$ cat src/rtl/addsub_seq_if.sv
// Request/response bundle between a requesting datapath and the
// multi-precision add/subtract sequencer.
interface addsub_seq_if #(
    parameter int W     = 16,
    parameter int WORDS = 4
);
    logic               start;
    logic               sub;
    logic [W*WORDS-1:0] a;
    logic [W*WORDS-1:0] b;
    logic               busy;
    logic               done;
    logic [W*WORDS-1:0] result;
    logic               cout;
    logic               overflow;

    modport master (
        output start, sub, a, b,
        input  busy, done, result, cout, overflow
    );

    modport slave (
        input  start, sub, a, b,
        output busy, done, result, cout, overflow
    );
endinterface

$ cat src/rtl/addsub_seq.sv
// Multi-precision add/subtract sequencer. Walks one shared W-bit adder
// over WORDS limbs, LSB limb first, chaining carry between limbs.
//
// state | meaning
// ------+-------------------------------------------------------------
// IDLE  | waiting for start; adder lanes driven 0; last result held
// RUN   | one limb per cycle through the external adder, k = 0..WORDS-1
// DONE  | single-cycle done pulse; result/cout/overflow valid
module addsub_seq #(
    parameter int W     = 16,
    parameter int WORDS = 4
) (
    input  logic         clk,
    input  logic         rst,
    addsub_seq_if.slave  req,
    output logic [W-1:0] add_a,
    output logic [W-1:0] add_b,
    output logic         add_cin,
    input  logic [W-1:0] add_s,
    input  logic         add_cout
);
    localparam int N  = W * WORDS;
    localparam int KW = $clog2(WORDS);

    localparam logic [1:0] IDLE = 2'd0;
    localparam logic [1:0] RUN  = 2'd1;
    localparam logic [1:0] DONE = 2'd2;

    logic [1:0]    state;
    logic [KW-1:0] k;
    logic [N-1:0]  a_reg;
    logic [N-1:0]  b_reg;
    logic          sub_reg;
    logic          carry;
    logic [N-1:0]  result_r;
    logic          cout_r;
    logic          ovf_r;
    logic          last_limb;
    logic          beff_msb;

    assign last_limb = (k == KW'(WORDS - 1));
    // Sign bit of the effective B operand (inverted when subtracting).
    assign beff_msb  = b_reg[N-1] ^ sub_reg;

    // Adder lanes: current limb of A, B (conditionally inverted), chained carry.
    always_comb begin
        add_a   = '0;
        add_b   = '0;
        add_cin = 1'b0;
        if (state == RUN) begin
            add_a   = a_reg[k*W +: W];
            add_b   = b_reg[k*W +: W] ^ {W{sub_reg}};
            add_cin = (k == '0) ? sub_reg : carry;
        end
    end

    // Sequencer state, operand capture and per-limb result collection.
    always_ff @(posedge clk) begin
        if (rst) begin
            state    <= IDLE;
            k        <= '0;
            a_reg    <= '0;
            b_reg    <= '0;
            sub_reg  <= 1'b0;
            carry    <= 1'b0;
            result_r <= '0;
            cout_r   <= 1'b0;
            ovf_r    <= 1'b0;
        end else begin
            case (state)
                IDLE: begin
                    if (req.start) begin
                        a_reg    <= req.a;
                        b_reg    <= req.b;
                        sub_reg  <= req.sub;
                        k        <= '0;
                        result_r <= '0;
                        cout_r   <= 1'b0;
                        ovf_r    <= 1'b0;
                        state    <= RUN;
                    end
                end
                RUN: begin
                    result_r[k*W +: W] <= add_s;
                    carry              <= add_cout;
                    k                  <= k + 1'b1;
                    if (last_limb) begin
                        cout_r <= add_cout;
                        ovf_r  <= (a_reg[N-1] == beff_msb) && (add_s[W-1] != a_reg[N-1]);
                        state  <= DONE;
                    end
                end
                DONE:    state <= IDLE;
                default: state <= IDLE;
            endcase
        end
    end

    assign req.busy     = (state == RUN) || (state == DONE);
    assign req.done     = (state == DONE);
    assign req.result   = result_r;
    assign req.cout     = cout_r;
    assign req.overflow = ovf_r;
endmodule

$ cat src/flat_wrapper.sv
// flat-port wrapper written by rule: the top's interface ports become plain ports
module addsub_seq_flat 
#(
    parameter int W     = 16,
    parameter int WORDS = 4
)
  (clk, rst, add_a, add_b, add_cin, add_s, add_cout, req_start, req_sub, req_a, req_b, req_busy, req_done, req_result, req_cout, req_overflow);
  addsub_seq_if #(.W(W), .WORDS(WORDS)) req_i ();
  input  logic clk;
  input  logic rst;
  output logic [W-1:0] add_a;
  output logic [W-1:0] add_b;
  output logic add_cin;
  input  logic [W-1:0] add_s;
  input  logic add_cout;
  input wire logic [$bits(req_i.start)-1:0] req_start;
  input wire logic [$bits(req_i.sub)-1:0] req_sub;
  input wire logic [$bits(req_i.a)-1:0] req_a;
  input wire logic [$bits(req_i.b)-1:0] req_b;
  output wire logic [$bits(req_i.busy)-1:0] req_busy;
  output wire logic [$bits(req_i.done)-1:0] req_done;
  output wire logic [$bits(req_i.result)-1:0] req_result;
  output wire logic [$bits(req_i.cout)-1:0] req_cout;
  output wire logic [$bits(req_i.overflow)-1:0] req_overflow;
  assign req_i.start = req_start;
  assign req_i.sub = req_sub;
  assign req_i.a = req_a;
  assign req_i.b = req_b;
  assign req_busy = req_i.busy;
  assign req_done = req_i.done;
  assign req_result = req_i.result;
  assign req_cout = req_i.cout;
  assign req_overflow = req_i.overflow;
  addsub_seq #(.W(W), .WORDS(WORDS)) u_core (.clk(clk), .rst(rst), .req(req_i), .add_a(add_a), .add_b(add_b), .add_cin(add_cin), .add_s(add_s), .add_cout(add_cout));
endmodule
$ cat config.mk
export PLATFORM = sky130hd
export DESIGN_NAME = addsub_seq_flat
export DESIGN_NICKNAME = d
export VERILOG_FILES = /design/src/rtl/addsub_seq_if.sv /design/src/rtl/addsub_seq.sv /design/src/flat_wrapper.sv
export SDC_FILE = /design/constraint.sdc
export NUM_CORES = 1
export LEC_CHECK = 0
export BUFFER_PORTS_ARGS = -buffer_cell sky130_fd_sc_hd__buf_2
export CAP_MARGIN = 20
export CORE_AREA = 2 2 145 147
export CTS_BUF_LIST = sky130_fd_sc_hd__clkbuf_8
export CTS_CLUSTER_DIAMETER = 40
export DETAILED_ROUTE_END_ITERATION = 8
export DIE_AREA = 0 0 147 149
export GPL_TIMING_DRIVEN = 0
export HOLD_SLACK_MARGIN = 0.08
export PLACE_DENSITY = 0.72
export SLEW_MARGIN = 20
export SYNTH_ARGS = -nofsm -noshare
export SYNTH_HDL_FRONTEND = slang
export SYNTH_SLANG_ARGS = --single-unit
$ cat constraint.sdc
create_clock -name clk -period 2.6 [get_ports clk]
set_input_delay 0.26 -clock clk [delete_from_list [all_inputs] [get_ports clk]]
set_output_delay 0.26 -clock clk [all_outputs]
set_load 0.02 [all_outputs]
==> impl_metrics.prom, run 1 <==
# TYPE chip_impl_metric gauge
chip_impl_info{name="synth-main-ff-cell",value="dfxtp_1"} 1
chip_impl_metric{name="start_util",unit="%"} 43.94
chip_impl_metric{name="core_area",unit="mm²"} 0.02056
chip_impl_metric{name="synth_simple_gate_area_share",unit="%"} 22.38
chip_impl_metric{name="clockBufferDepth",unit=""} 2
chip_impl_metric{name="layout-drive-gt1-share",unit="%"} 26.21
chip_impl_metric{name="detailroute.via_count",unit=""} 9553
chip_impl_info{name="outcome",value="completed"} 1
chip_impl_metric{name="synthesis.area_per_instance",unit="µm²"} 8.555
chip_impl_metric{name="area_growth",unit="%"} 37.60
chip_impl_metric{name="drv_slew",unit=""} 0
chip_impl_metric{name="cts.htree.levels",unit=""} 4
chip_impl_metric{name="worst-slew-pin-transition",unit="ns"} 0.5657
chip_impl_metric{name="yosys.area_share.adder",unit="%"} 1.247
chip_impl_info{name="worst_hold_path_type",value="in -> reg"} 1
chip_impl_metric{name="hold-worst-slack",unit="ns"} 0.09803
chip_impl_metric{name="cap_violations",unit=""} 0
chip_impl_metric{name="synth_sequential_area_ratio",unit="%"} 44.32
chip_impl_metric{name="synth.top_cell.area_share",unit="%"} 44.32
chip_impl_metric{name="fin_skew",unit="ns"} 0.01604
chip_impl_info{name="tritoncts_clock_tree",value="yes"} 1
chip_impl_metric{name="die_width",unit="µm"} 147
chip_impl_metric{name="regArea",unit="mm²"} 0.004005
chip_impl_metric{name="io_buffers",unit=""} 249
chip_impl_info{name="hold_path_end",value="u_core.req.overflow"} 1
chip_impl_metric{name="avgRoutedWirePerCell",unit="µm"} 18.20
chip_impl_metric{name="layout.filler_cells",unit=""} 1790
chip_impl_info{name="post-synth-top-area-cell",value="dfxtp_1"} 1
chip_impl_info{name="most_common_cell_in_the_synthesized_netlist",value="nand2_1"} 1
chip_impl_metric{name="finalWorstSetupSlack",unit="ns"} 0.07866
chip_impl_metric{name="dr.first_iter.drc_count",unit=""} 602
chip_impl_metric{name="routed_via_density",unit=""} 5.481
chip_impl_metric{name="setup_total_negative_slack",unit="ns"} 0
chip_impl_metric{name="detailedPlacementHpwl",unit="µm"} 21720
chip_impl_metric{name="die_h",unit="µm"} 149
chip_impl_metric{name="synthArstFlopShare",unit="%"} 0
chip_impl_metric{name="drtPass1Iterations",unit=""} 5
chip_impl_metric{name="synth.net_count",unit=""} 1214
chip_impl_info{name="hold_path.startpoint",value="rst"} 1
chip_impl_metric{name="post_synthesis_cell_type_count",unit=""} 31
chip_impl_metric{name="final_core_util",unit="%"} 60.47
chip_impl_info{name="setup.worst_path.end_class",value="output port"} 1
chip_impl_info{name="synth_top_family_by_area",value="simple AND/OR/NAND/NOR gates"} 1
chip_impl_metric{name="crit_share_post_route",unit="%"} 96.97
chip_impl_metric{name="preCtsSetupSlack",unit="ns"} 0.03608
chip_impl_metric{name="postSynthCellCount",unit=""} 1056
chip_impl_metric{name="max_freq",unit="MHz"} 396.6
chip_impl_metric{name="reg2reg_slack",unit="ns"} 0.36
chip_impl_metric{name="globalRouteOverflowTotal",unit=""} 0
chip_impl_metric{name="multi_input_comb_area",unit="mm²"} 0.004461
chip_impl_metric{name="synth-edff-count",unit=""} 0
chip_impl_metric{name="min_path_cells",unit=""} 4
chip_impl_metric{name="cts_made_buffers",unit=""} 17
chip_impl_metric{name="critPathMaxFanout",unit=""} 10
chip_impl_metric{name="gr-usage-all-layers",unit="%"} 28.84
chip_impl_metric{name="num_rows",unit=""} 53
chip_impl_metric{name="worst-endpoint-arrival",unit="ns"} 2.26
chip_impl_metric{name="mux_cell_area_share_after_synthesis",unit="%"} 10.40
chip_impl_info{name="regToRegStartpoint",value="u_core.k[1]"} 1
chip_impl_metric{name="synth-compound-area-share",unit="%"} 14.86
chip_impl_metric{name="power_density",unit="mW/mm²"} 570.6
chip_impl_metric{name="floorplan.die_area",unit="mm²"} 0.02190
chip_impl_metric{name="detail_route.wirelength",unit="µm"} 31730
chip_impl_metric{name="worstPathRequired",unit="ns"} 2.34
chip_impl_metric{name="number_of_endpoints_with_negative_hold_slack_in_the_final_report",unit=""} 0
chip_impl_info{name="cp-start-kind",value="flop"} 1
chip_impl_info{name="rr_endpoint",value="u_core.req.result[6]"} 1
chip_impl_metric{name="grt_start_max_net_pins",unit=""} 20
chip_impl_info{name="cts_root_buffer",value="clkbuf_8"} 1
chip_impl_info{name="cell_types_occupying_the_most_area_after_synthesis",value="dfxtp_1 44%, a21oi_1 11%, nand2_1 11%"} 1
chip_impl_metric{name="path_clk_slew",unit="ns"} 0.10
chip_impl_metric{name="register_bit_count_reported_by_yosys",unit=""} 200
chip_impl_metric{name="grt_antenna_before_repair",unit=""} 3
chip_impl_info{name="netlist_top_cells_count",value="261 x nand2_1, 200 x dfxtp_1, 197 x a21oi_1, 65 x nand4_1, 63 x o21ai_0"} 1
chip_impl_metric{name="final_period_minus_worst_setup_slack",unit="ns"} 2.521
chip_impl_metric{name="io_pins",unit=""} 250
chip_impl_metric{name="yosys_warnings",unit=""} 0
chip_impl_metric{name="first_global_vias",unit=""} 9437
chip_impl_metric{name="timing.max_slew.rel_slack",unit="%"} 61.21
chip_impl_metric{name="drtAntennaViolNets",unit=""} 0
chip_impl_metric{name="gp_congestion",unit=""} 0.9121
chip_impl_metric{name="clock_latency",unit="ns"} 0.49
chip_impl_metric{name="grt_pass1_wl",unit="µm"} 49580
chip_impl_metric{name="vdd_ir_drop_max",unit="mV"} 0.3612
chip_impl_metric{name="r2r_cells",unit=""} 9
chip_impl_metric{name="yosys.area_share.xor_xnor",unit="%"} 0.09695
chip_impl_metric{name="nets_final",unit=""} 1610
chip_impl_metric{name="setup-violations-final",unit=""} 0
chip_impl_metric{name="cts_setup_buffers",unit=""} 0
chip_impl_metric{name="post-route-drc-count",unit=""} 0
chip_impl_metric{name="mappedNetlistArea",unit="mm²"} 0.009034
chip_impl_metric{name="clock-sinks",unit=""} 200
chip_impl_metric{name="leakage",unit="nW"} 5.357
chip_impl_info{name="worstSetupPathType",value="reg -> out"} 1
[where the power goes]
group,switching (W),internal (W)
registers,0.0000979,0.00324
clock network,0.00123,0.000928
logic,0.000936,0.000667
total,0.00226,0.00483
[through the flow]
stage | instances | instance area, µm² | total power (W)
after detailed placement | 1580 | 10620 | 0.004787
after global placement | 1580 | 10620 | 0.004759
after CTS | 1741 | 12390 | 0.007043
after floorplan | 1056 | 9034 | 0.004286
final | 1743 | 12430 | 0.007092
after global routing | 1743 | 12430 | 0.007382
[cell families (layout without fill, tap and decap cells)]
group | after synthesis | after routing
buffers and inverters | 112 | 521
adder cells (fa/ha/maj) | 9 | 9
other | 0 | 3
multiplexers | 53 | 53
XOR/XNOR | 1 | 1
AO/OA/AOI/OAI | 267 | 267
flip-flops | 200 | 200
AND/OR/NAND/NOR | 414 | 414
[layer usage]
layer,wire [µm],track usage [%]
met3,2656,5.229
met1,12430,35.89
met5,0,0
met4,1373,14.23
met2,15270,48.57
[final cells by class]
cell class / instances / area share (%)
tap: 275 / 2.768
buffer: 105 / 4.892
clock buffer: 18 / 1.993
timing repair buffer: 380 / 20.63
sequential: 200 / 32.22
multi-input combinational: 744 / 35.88
antenna: 3 / 0.06039
clock inverter: 14 / 1.429
inverter: 4 / 0.1208
[cell usage in the layout, fill, tap and decap left out, drive strengths merged]
master	instances
diode	3
xnor2	1
clkbuf	61
nand3	3
and3	16
o21ai	68
buf	311
a21oi	197
nand2b	6
mux2	1
nor4bb	1
ha	9
and3b	34
clkinv	4
nand4	65
a32oi	1
and2b	3
dfxtp	200
o31ai	1
nor2b	6
inv	12
nand2	261
bufinv	2
nor2	2
and2	17
mux4	32
mux2i	20
dlygate4sd3	131
[worst max-delay path, cell delays in order, from the launching register on]
cell and delay [ns]:
dfxtp_1 0.35, inv_1 0.14, ha_4 0.20, buf_4 0.19, buf_4 0.18, nand2_2 0.15
buf_6 0.19, mux2i_2 0.18, buf_2 0.20
[worst max path at each step]
stage / from / end / slack, ns
after floorplan: u_core.k[1] / u_core.req.result[10] / 0.56
after global placement: u_core.k[1] / u_core.req.result[6] / 0.05
after detailed placement: u_core.k[1] / u_core.req.result[6] / 0.04
after CTS: u_core.state[1] / add_b[14] / 0.002
after global routing: u_core.state[1] / add_b[6] / -0.006
final: u_core.state[1] / add_b[13] / 0.08
[timing repair]
action,CTS,global route
cloned,0,0
pin swaps,0,0
setup endpoints to repair,27,9
gates resized for setup,13,14
hold endpoints to repair,132,0
hold buffers,131,0
(Power assumes the default switching activity.)
==> run 2, diff against run 1 <==
--- a/config.mk
+++ b/config.mk
@@ -8,7 +8,7 @@
 export BUFFER_PORTS_ARGS = -buffer_cell sky130_fd_sc_hd__buf_2
 export CAP_MARGIN = 20
 export CORE_AREA = 2 2 145 147
-export CTS_BUF_LIST = sky130_fd_sc_hd__clkbuf_8
+export CTS_BUF_LIST = sky130_fd_sc_hd__clkbuf_4 sky130_fd_sc_hd__clkbuf_8 sky130_fd_sc_hd__clkbuf_16
 export CTS_CLUSTER_DIAMETER = 40
 export DETAILED_ROUTE_END_ITERATION = 8
 export DIE_AREA = 0 0 147 149
==> run 2 against run 1 <==
  * Die area did not move
  * Routed wire length shrank 1.4%
  * Power rose by 8.5%
  * Via count down 1.2%
  * Sequential power hardly changed
  * Design area fell by 0.33%
  * Global-route usage fell by 0.66 points
  * Combinational power barely moved
  * Worst hold slack worse by 0.024 ns
  * Critical path depth is 3 lower
  * Count of clock-buffer cells in the layout did not move
  * Critical path type unchanged
==> impl_metrics.prom, run 2 (synthesis results as in run 1) <==
# TYPE chip_impl_metric gauge
chip_impl_metric{name="routed_via_density",unit=""} 5.477
chip_impl_metric{name="worstPathRequired",unit="ns"} 2.34
chip_impl_metric{name="final_core_util",unit="%"} 60.27
chip_impl_metric{name="avgRoutedWirePerCell",unit="µm"} 18.15
chip_impl_metric{name="detailroute.via_count",unit=""} 9443
chip_impl_metric{name="grt_antenna_before_repair",unit=""} 4
chip_impl_metric{name="fin_skew",unit="ns"} 0.01189
chip_impl_metric{name="drv_slew",unit=""} 0
chip_impl_metric{name="nets_final",unit=""} 1590
chip_impl_metric{name="detailedPlacementHpwl",unit="µm"} 21720
chip_impl_info{name="layout_commonest_cell",value="buf_2"} 1
chip_impl_metric{name="gr-usage-all-layers",unit="%"} 28.19
chip_impl_info{name="worstSetupPathType",value="reg -> out"} 1
chip_impl_metric{name="start_util",unit="%"} 43.94
chip_impl_metric{name="dr.first_iter.drc_count",unit=""} 600
chip_impl_metric{name="cts.htree.levels",unit=""} 4
chip_impl_metric{name="worst-slew-pin-transition",unit="ns"} 0.6274
chip_impl_info{name="worst_hold_path_type",value="in -> reg"} 1
chip_impl_metric{name="timing.max_slew.rel_slack",unit="%"} 58.17
chip_impl_info{name="layout.cells.most_common_list",value="286 x buf_2, 260 x nand2_1, 200 x dfxtp_1, 197 x a21oi_1, 111 x dlygate4sd3_1"} 1
chip_impl_info{name="cts_root_buffer",value="clkbuf_16"} 1
chip_impl_metric{name="cap_violations",unit=""} 0
chip_impl_metric{name="globalRouteOverflowTotal",unit=""} 0
chip_impl_metric{name="power_density",unit="mW/mm²"} 620.9
chip_impl_metric{name="timing.critical_path.slowest_cell_delay",unit="ns"} 0.52
chip_impl_metric{name="instances_no_fill",unit=""} 1724
chip_impl_metric{name="gp_congestion",unit=""} 0.9121
chip_impl_metric{name="clockBufferDepth",unit=""} 2
chip_impl_metric{name="crit_buf_inv",unit=""} 3
chip_impl_metric{name="die_width",unit="µm"} 147
chip_impl_info{name="cp_cell_sequence",value="buf_8 > buf_12 > mux4_2 > mux2i_2 > buf_2"} 1
chip_impl_metric{name="crit_share_post_route",unit="%"} 97.71
chip_impl_metric{name="finalWorstSetupSlack",unit="ns"} 0.05962
chip_impl_info{name="tritoncts_clock_tree",value="yes"} 1
chip_impl_metric{name="path_clk_slew",unit="ns"} 0.07
chip_impl_metric{name="die_h",unit="µm"} 149
chip_impl_info{name="cp-start-kind",value="flop"} 1
chip_impl_metric{name="leakage",unit="nW"} 5.350
chip_impl_metric{name="floorplan.die_area",unit="mm²"} 0.02190
chip_impl_metric{name="cts_made_buffers",unit=""} 17
chip_impl_metric{name="detail_route.wirelength",unit="µm"} 31290
chip_impl_metric{name="grt_start_max_net_pins",unit=""} 20
chip_impl_metric{name="first_global_vias",unit=""} 9164
chip_impl_metric{name="hold-worst-slack",unit="ns"} 0.07365
chip_impl_metric{name="io_buffers",unit=""} 249
chip_impl_metric{name="clock-sinks",unit=""} 200
chip_impl_metric{name="post-route-drc-count",unit=""} 0
chip_impl_info{name="cpMaxStageDelayCell",value="mux4_2"} 1
chip_impl_metric{name="cell_count_after_placement",unit=""} 1580
chip_impl_metric{name="layout.filler_cells",unit=""} 1774
chip_impl_metric{name="num_rows",unit=""} 53
chip_impl_metric{name="setup-violations-final",unit=""} 0
chip_impl_metric{name="preCtsSetupSlack",unit="ns"} 0.03608
chip_impl_metric{name="number_of_endpoints_with_negative_hold_slack_in_the_final_report",unit=""} 0
chip_impl_metric{name="core_area",unit="mm²"} 0.02056
chip_impl_metric{name="max_freq",unit="MHz"} 393.6
chip_impl_metric{name="layout-drive-gt1-share",unit="%"} 26.30
chip_impl_metric{name="totalPowerFinal",unit="W"} 0.007693
chip_impl_metric{name="grt_pass1_wl",unit="µm"} 48360
chip_impl_metric{name="area_growth",unit="%"} 37.15
chip_impl_info{name="path_delay_family",value="multiplexers"} 1
chip_impl_metric{name="final_period_minus_worst_setup_slack",unit="ns"} 2.540
chip_impl_info{name="outcome",value="completed"} 1
chip_impl_metric{name="drtPass1Iterations",unit=""} 7
chip_impl_metric{name="vdd_ir_drop_max",unit="mV"} 0.4812
chip_impl_metric{name="drtAntennaViolNets",unit=""} 0
chip_impl_metric{name="io_pins",unit=""} 250
chip_impl_metric{name="critPathMaxFanout",unit=""} 19
chip_impl_info{name="setup.worst_path.end_class",value="output port"} 1
chip_impl_metric{name="clock_latency",unit="ns"} 0.45
chip_impl_metric{name="worst-endpoint-arrival",unit="ns"} 2.28
==> run 2: changes by cell type in the layout (fill, tap and decap cells not counted), sizes merged <==
| cell | previous run | this run |
|---|---|---|
| dlygate4sd3 | 131 | 111 |
| buf | 311 | 310 |
| clkbuf | 61 | 62 |
| diode | 3 | 4 |
==> run 2: report_power, final <==
group          internal [W]  total [W]  switching (W)
combinational      0.000638    0.00157       0.000928
sequential          0.00323    0.00333      0.0000982
clock               0.00149    0.00279        0.00130
==> run 2: worst paths after layout <==
path,slack (ns),from,cells after the start,end
setup / recovery,0.06,u_core.k[0],5,add_b[13]
hold / removal,0.07,req_a[33],3,u_core.a_reg[33]
hold reg to reg,0.45,u_core.a_reg[26],2,u_core.a_reg[26]
setup reg to reg,0.27,u_core.k[1],9,u_core.req.result[6]
==> run 2: worst min-delay path: stages <==
cell	delay (ns)
buf_2	0.10
nand2_1	0.06
a21oi_1	0.05
==> run 2: final cells by class <==
class                   instances  area, µm²  share of cell area, %
diodes                          4      10.01                0.08079
well taps                     275      344.1                  2.777
multi-input cells             744       4451                  35.92
flip-flops and latches        200       4004                  32.32
clock inverters                14      177.7                  1.434
plain buffers                 105      589.3                  4.757
repair buffers                360       2360                  19.05
inverters                       4      15.01                 0.1212
clock buffers                  18      439.2                  3.545
==> run 2: stage by stage <==
stage | area, µm² | setup TNS [ns]
3_3_place_gp | 10620 | 0
3_5_place_dp | 10620 | 0
5_1_grt | 12390 | -0.0005540
6_report | 12390 | 0
4_1_cts | 12360 | -0.001596
2_1_floorplan | 9034 | 0
==> run 2: repair_timing <==
| action | 4_1_cts | 5_1_grt |
|---|---|---|
| gates resized for setup | 9 | 8 |
| endpoints found under the setup margin | 23 | 11 |
| buffers inserted | 0 | 0 |
| endpoints found under the hold margin | 111 | 0 |
| hold buffers | 111 | 0 |
==> run 2: per-layer routing <==
layer  up-vias  track usage [%]  share of wire [%]
met1      4428            34.98                 40
met3        88            4.618                7.9
met2       485            48.00                 48
met5         -                0                  0
met4         0            13.80                4.0
li1       4442                -                  -
==> run 3, diff against run 2 <==
--- a/config.mk
+++ b/config.mk
@@ -7,14 +7,14 @@
 export LEC_CHECK = 0
 export BUFFER_PORTS_ARGS = -buffer_cell sky130_fd_sc_hd__buf_2
 export CAP_MARGIN = 20
-export CORE_AREA = 2 2 145 147
+export CORE_AREA = 2 2 194 196
 export CTS_BUF_LIST = sky130_fd_sc_hd__clkbuf_4 sky130_fd_sc_hd__clkbuf_8 sky130_fd_sc_hd__clkbuf_16
 export CTS_CLUSTER_DIAMETER = 40
 export DETAILED_ROUTE_END_ITERATION = 8
-export DIE_AREA = 0 0 147 149
+export DIE_AREA = 0 0 196 198
 export GPL_TIMING_DRIVEN = 0
 export HOLD_SLACK_MARGIN = 0.08
-export PLACE_DENSITY = 0.72
+export PLACE_DENSITY = 0.46
 export SLEW_MARGIN = 20
 export SYNTH_ARGS = -nofsm -noshare
 export SYNTH_HDL_FRONTEND = slang
==> run 3 against run 2 <==
  * Via count decreased by 2.5%
  * Register-to-register slack improved by 0.07 ns
  * Design area grew 3.6%
  * Largest cell class unchanged
  * Highest routed layer is now met5
==> impl_metrics.prom, run 3 (synthesis results as in run 1) <==
# TYPE chip_impl_metric gauge
chip_impl_metric{name="worst-endpoint-arrival",unit="ns"} 2.24
chip_impl_metric{name="gp_congestion",unit=""} 0.8212
chip_impl_metric{name="power_density",unit="mW/mm²"} 603.7
chip_impl_metric{name="clockBufferDepth",unit=""} 2
chip_impl_metric{name="drtAntennaViolNets",unit=""} 0
chip_impl_info{name="rr_endpoint",value="u_core.req.result[8]"} 1
chip_impl_metric{name="start_util",unit="%"} 24.44
chip_impl_info{name="tritoncts_clock_tree",value="yes"} 1
chip_impl_metric{name="dr.first_iter.drc_count",unit=""} 604
chip_impl_metric{name="totalPowerFinal",unit="W"} 0.007752
chip_impl_metric{name="grt_pass1_wl",unit="µm"} 54070
chip_impl_info{name="cp-start-kind",value="flop"} 1
chip_impl_metric{name="drtPass1Iterations",unit=""} 7
chip_impl_metric{name="die_h",unit="µm"} 198
chip_impl_metric{name="setup-violations-final",unit=""} 0
chip_impl_metric{name="crit_share_post_route",unit="%"} 96.12
chip_impl_metric{name="clock-sinks",unit=""} 200
chip_impl_metric{name="num_rows",unit=""} 71
chip_impl_metric{name="core_area",unit="mm²"} 0.03696
chip_impl_metric{name="final_period_minus_worst_setup_slack",unit="ns"} 2.499
chip_impl_metric{name="detailroute.via_count",unit=""} 9205
chip_impl_info{name="layout.cells.most_common_list",value="285 x buf_2, 260 x nand2_1, 198 x dfxtp_1, 197 x a21oi_1, 128 x dlygate4sd3_1"} 1
chip_impl_metric{name="r2r_cells",unit=""} 9
chip_impl_metric{name="grt_antenna_before_repair",unit=""} 5
chip_impl_metric{name="gr-usage-all-layers",unit="%"} 18.54
chip_impl_metric{name="vdd_ir_drop_max",unit="mV"} 0.4941
chip_impl_metric{name="routed_via_density",unit=""} 4.740
chip_impl_metric{name="nets_final",unit=""} 1610
chip_impl_metric{name="io_buffers",unit=""} 249
chip_impl_metric{name="cts_made_buffers",unit=""} 17
chip_impl_metric{name="detailedPlacementHpwl",unit="µm"} 26460
chip_impl_metric{name="die_width",unit="µm"} 196
chip_impl_info{name="path_common_cell",value="buf_8"} 1
chip_impl_metric{name="fin_skew",unit="ns"} 0.007348
chip_impl_metric{name="first_global_vias",unit=""} 9061
chip_impl_metric{name="avgRoutedWirePerCell",unit="µm"} 18.51
chip_impl_metric{name="multi_input_comb_area",unit="mm²"} 0.004461
chip_impl_metric{name="detail_route.wirelength",unit="µm"} 35960
chip_impl_metric{name="layout-drive-gt1-share",unit="%"} 26.42
chip_impl_metric{name="leakage",unit="nW"} 5.443
chip_impl_metric{name="number_of_endpoints_with_negative_hold_slack_in_the_final_report",unit=""} 0
chip_impl_info{name="hold_path_end",value="u_core.b_reg[14]"} 1
chip_impl_metric{name="globalRouteOverflowTotal",unit=""} 0
chip_impl_info{name="layout_commonest_cell",value="buf_2"} 1
chip_impl_metric{name="path_clk_slew",unit="ns"} 0.07
chip_impl_metric{name="layout.filler_cells",unit=""} 3955
chip_impl_info{name="setup.worst_path.end_class",value="output port"} 1
chip_impl_info{name="worstSetupPathType",value="reg -> out"} 1
chip_impl_info{name="rsz0062_at_grt",value="false"} 1
chip_impl_metric{name="timing.critical_path.slowest_cell_delay",unit="ns"} 0.34
chip_impl_metric{name="worstPathRequired",unit="ns"} 2.34
chip_impl_metric{name="cts.htree.levels",unit=""} 4
chip_impl_metric{name="worst-slew-pin-transition",unit="ns"} 0.7883
chip_impl_metric{name="clock_latency",unit="ns"} 0.45
chip_impl_metric{name="post-route-drc-count",unit=""} 0
chip_impl_metric{name="critPathMaxFanout",unit=""} 10
chip_impl_metric{name="io_pins",unit=""} 250
chip_impl_info{name="hold_path.startpoint",value="req_b[14]"} 1
chip_impl_metric{name="regArea",unit="mm²"} 0.004006
chip_impl_metric{name="min_path_cells",unit=""} 3
chip_impl_info{name="regToRegStartpoint",value="u_core.k[0]"} 1
chip_impl_metric{name="hold-worst-slack",unit="ns"} 0.09906
chip_impl_metric{name="drv_slew",unit=""} 0
chip_impl_info{name="worst_hold_path_type",value="in -> reg"} 1
chip_impl_metric{name="max_freq",unit="MHz"} 400.1
chip_impl_metric{name="cap_violations",unit=""} 0
chip_impl_info{name="outcome",value="completed"} 1
chip_impl_info{name="cp_cell_sequence",value="buf_8 > buf_8 > inv_1 > ha_2 > clkbuf_4 > mux2i_1 > nor2b_2 > buf_2"} 1
chip_impl_info{name="cpMaxStageDelayCell",value="dfxtp_2"} 1
chip_impl_metric{name="floorplan.die_area",unit="mm²"} 0.03881
chip_impl_metric{name="grt_start_max_net_pins",unit=""} 20
chip_impl_metric{name="timing.max_slew.rel_slack",unit="%"} 47.45
chip_impl_info{name="cts_root_buffer",value="clkbuf_16"} 1
chip_impl_metric{name="area_growth",unit="%"} 42.15
chip_impl_metric{name="reg2reg_slack",unit="ns"} 0.34
## run 3: cell types whose count changed in the layout (fill, tap and decap cells not counted), moves of 2 or more
| cell | delta |
|---|---|
| dlygate4sd3_1 | +17 |
| clkbuf_4 | +5 |
| inv_8 | -3 |
| buf_4 | +2 |
| buf_6 | +2 |
| clkbuf_2 | -2 |
| dfxtp_1 | -2 |
| dfxtp_2 | +2 |
## run 3: metrics by stage
step	instances	setup slack, ns	TNS (ns)	utilization [%]	area (µm²)
2_1_floorplan	1056	0.5570	0	-	9034
3_3_place_gp	1779	-0.1170	-1.951	29.42	10870
3_5_place_dp	1779	-0.1326	-2.424	29.42	10870
4_1_cts	1939	0.01490	0	34.68	12820
5_1_grt	1942	0.001605	0	34.75	12840
6_report	1942	0.1008	0	34.75	12840
## run 3: how the worst max path moves through the flow
| stage | startpoint | endpoint | slack [ns] | cells after the start |
|---|---|---|---|---|
| global placement | u_core.k[1] | add_cin | -0.12 | 8 |
| detailed placement | u_core.state[1] | add_b[13] | -0.13 | 8 |
| CTS | u_core.state[1] | add_b[13] | 0.01 | 8 |
| finish | u_core.k[0] | add_cin | 0.10 | 8 |
| floorplan | u_core.k[1] | u_core.req.result[10] | 0.56 | 9 |
| global route | u_core.k[0] | add_cin | 0.002 | 8 |
## run 3: cell type report
type                            instances  area share (%)
Tap cell                              474           4.619
Antenna cell                            3         0.05846
Clock buffer                           21           3.547
Buffer                                106           4.823
Inverter                                4          0.1169
Sequential cell                       200           31.20
Clock inverter                         11           1.082
Multi-Input combinational cell        744           34.74
Timing Repair Buffer                  379           19.82
## run 3: where the power goes
part	switching (W)	internal, W	leakage, nW	total (W)
Clock	0.00129	0.00149	0.294	0.00278
Sequential	0.0000973	0.00323	1.63	0.00333
Combinational	0.000972	0.000668	3.51	0.00164
## run 3: timing repair
action | CTS | global route
endpoints found under the hold margin | 129 | 0
resized for setup | 20 | 7
hold buffers | 128 | 0
setup buffers | 2 | 0
endpoints found under the setup margin | 70 | 4
## run 3: layer usage
metal / vias to the layer above / track usage [%] / routed length, µm
li1: 4476 / - / -
met1: 4439 / 23.98 / 16260
met5: - / 0 / 27
met2: 249 / 31.73 / 17400
met3: 37 / 3.492 / 1706
met4: 4 / 4.910 / 563
## run 3: worst max-delay path: cells and delay by family (launching register included)
family                     cells  cell delay [ns]
adders and majority gates      1             0.28
and+or+nand+nor                1             0.20
muxes                          1             0.10
buffers and inverters          5             0.87
DFF                            1             0.34
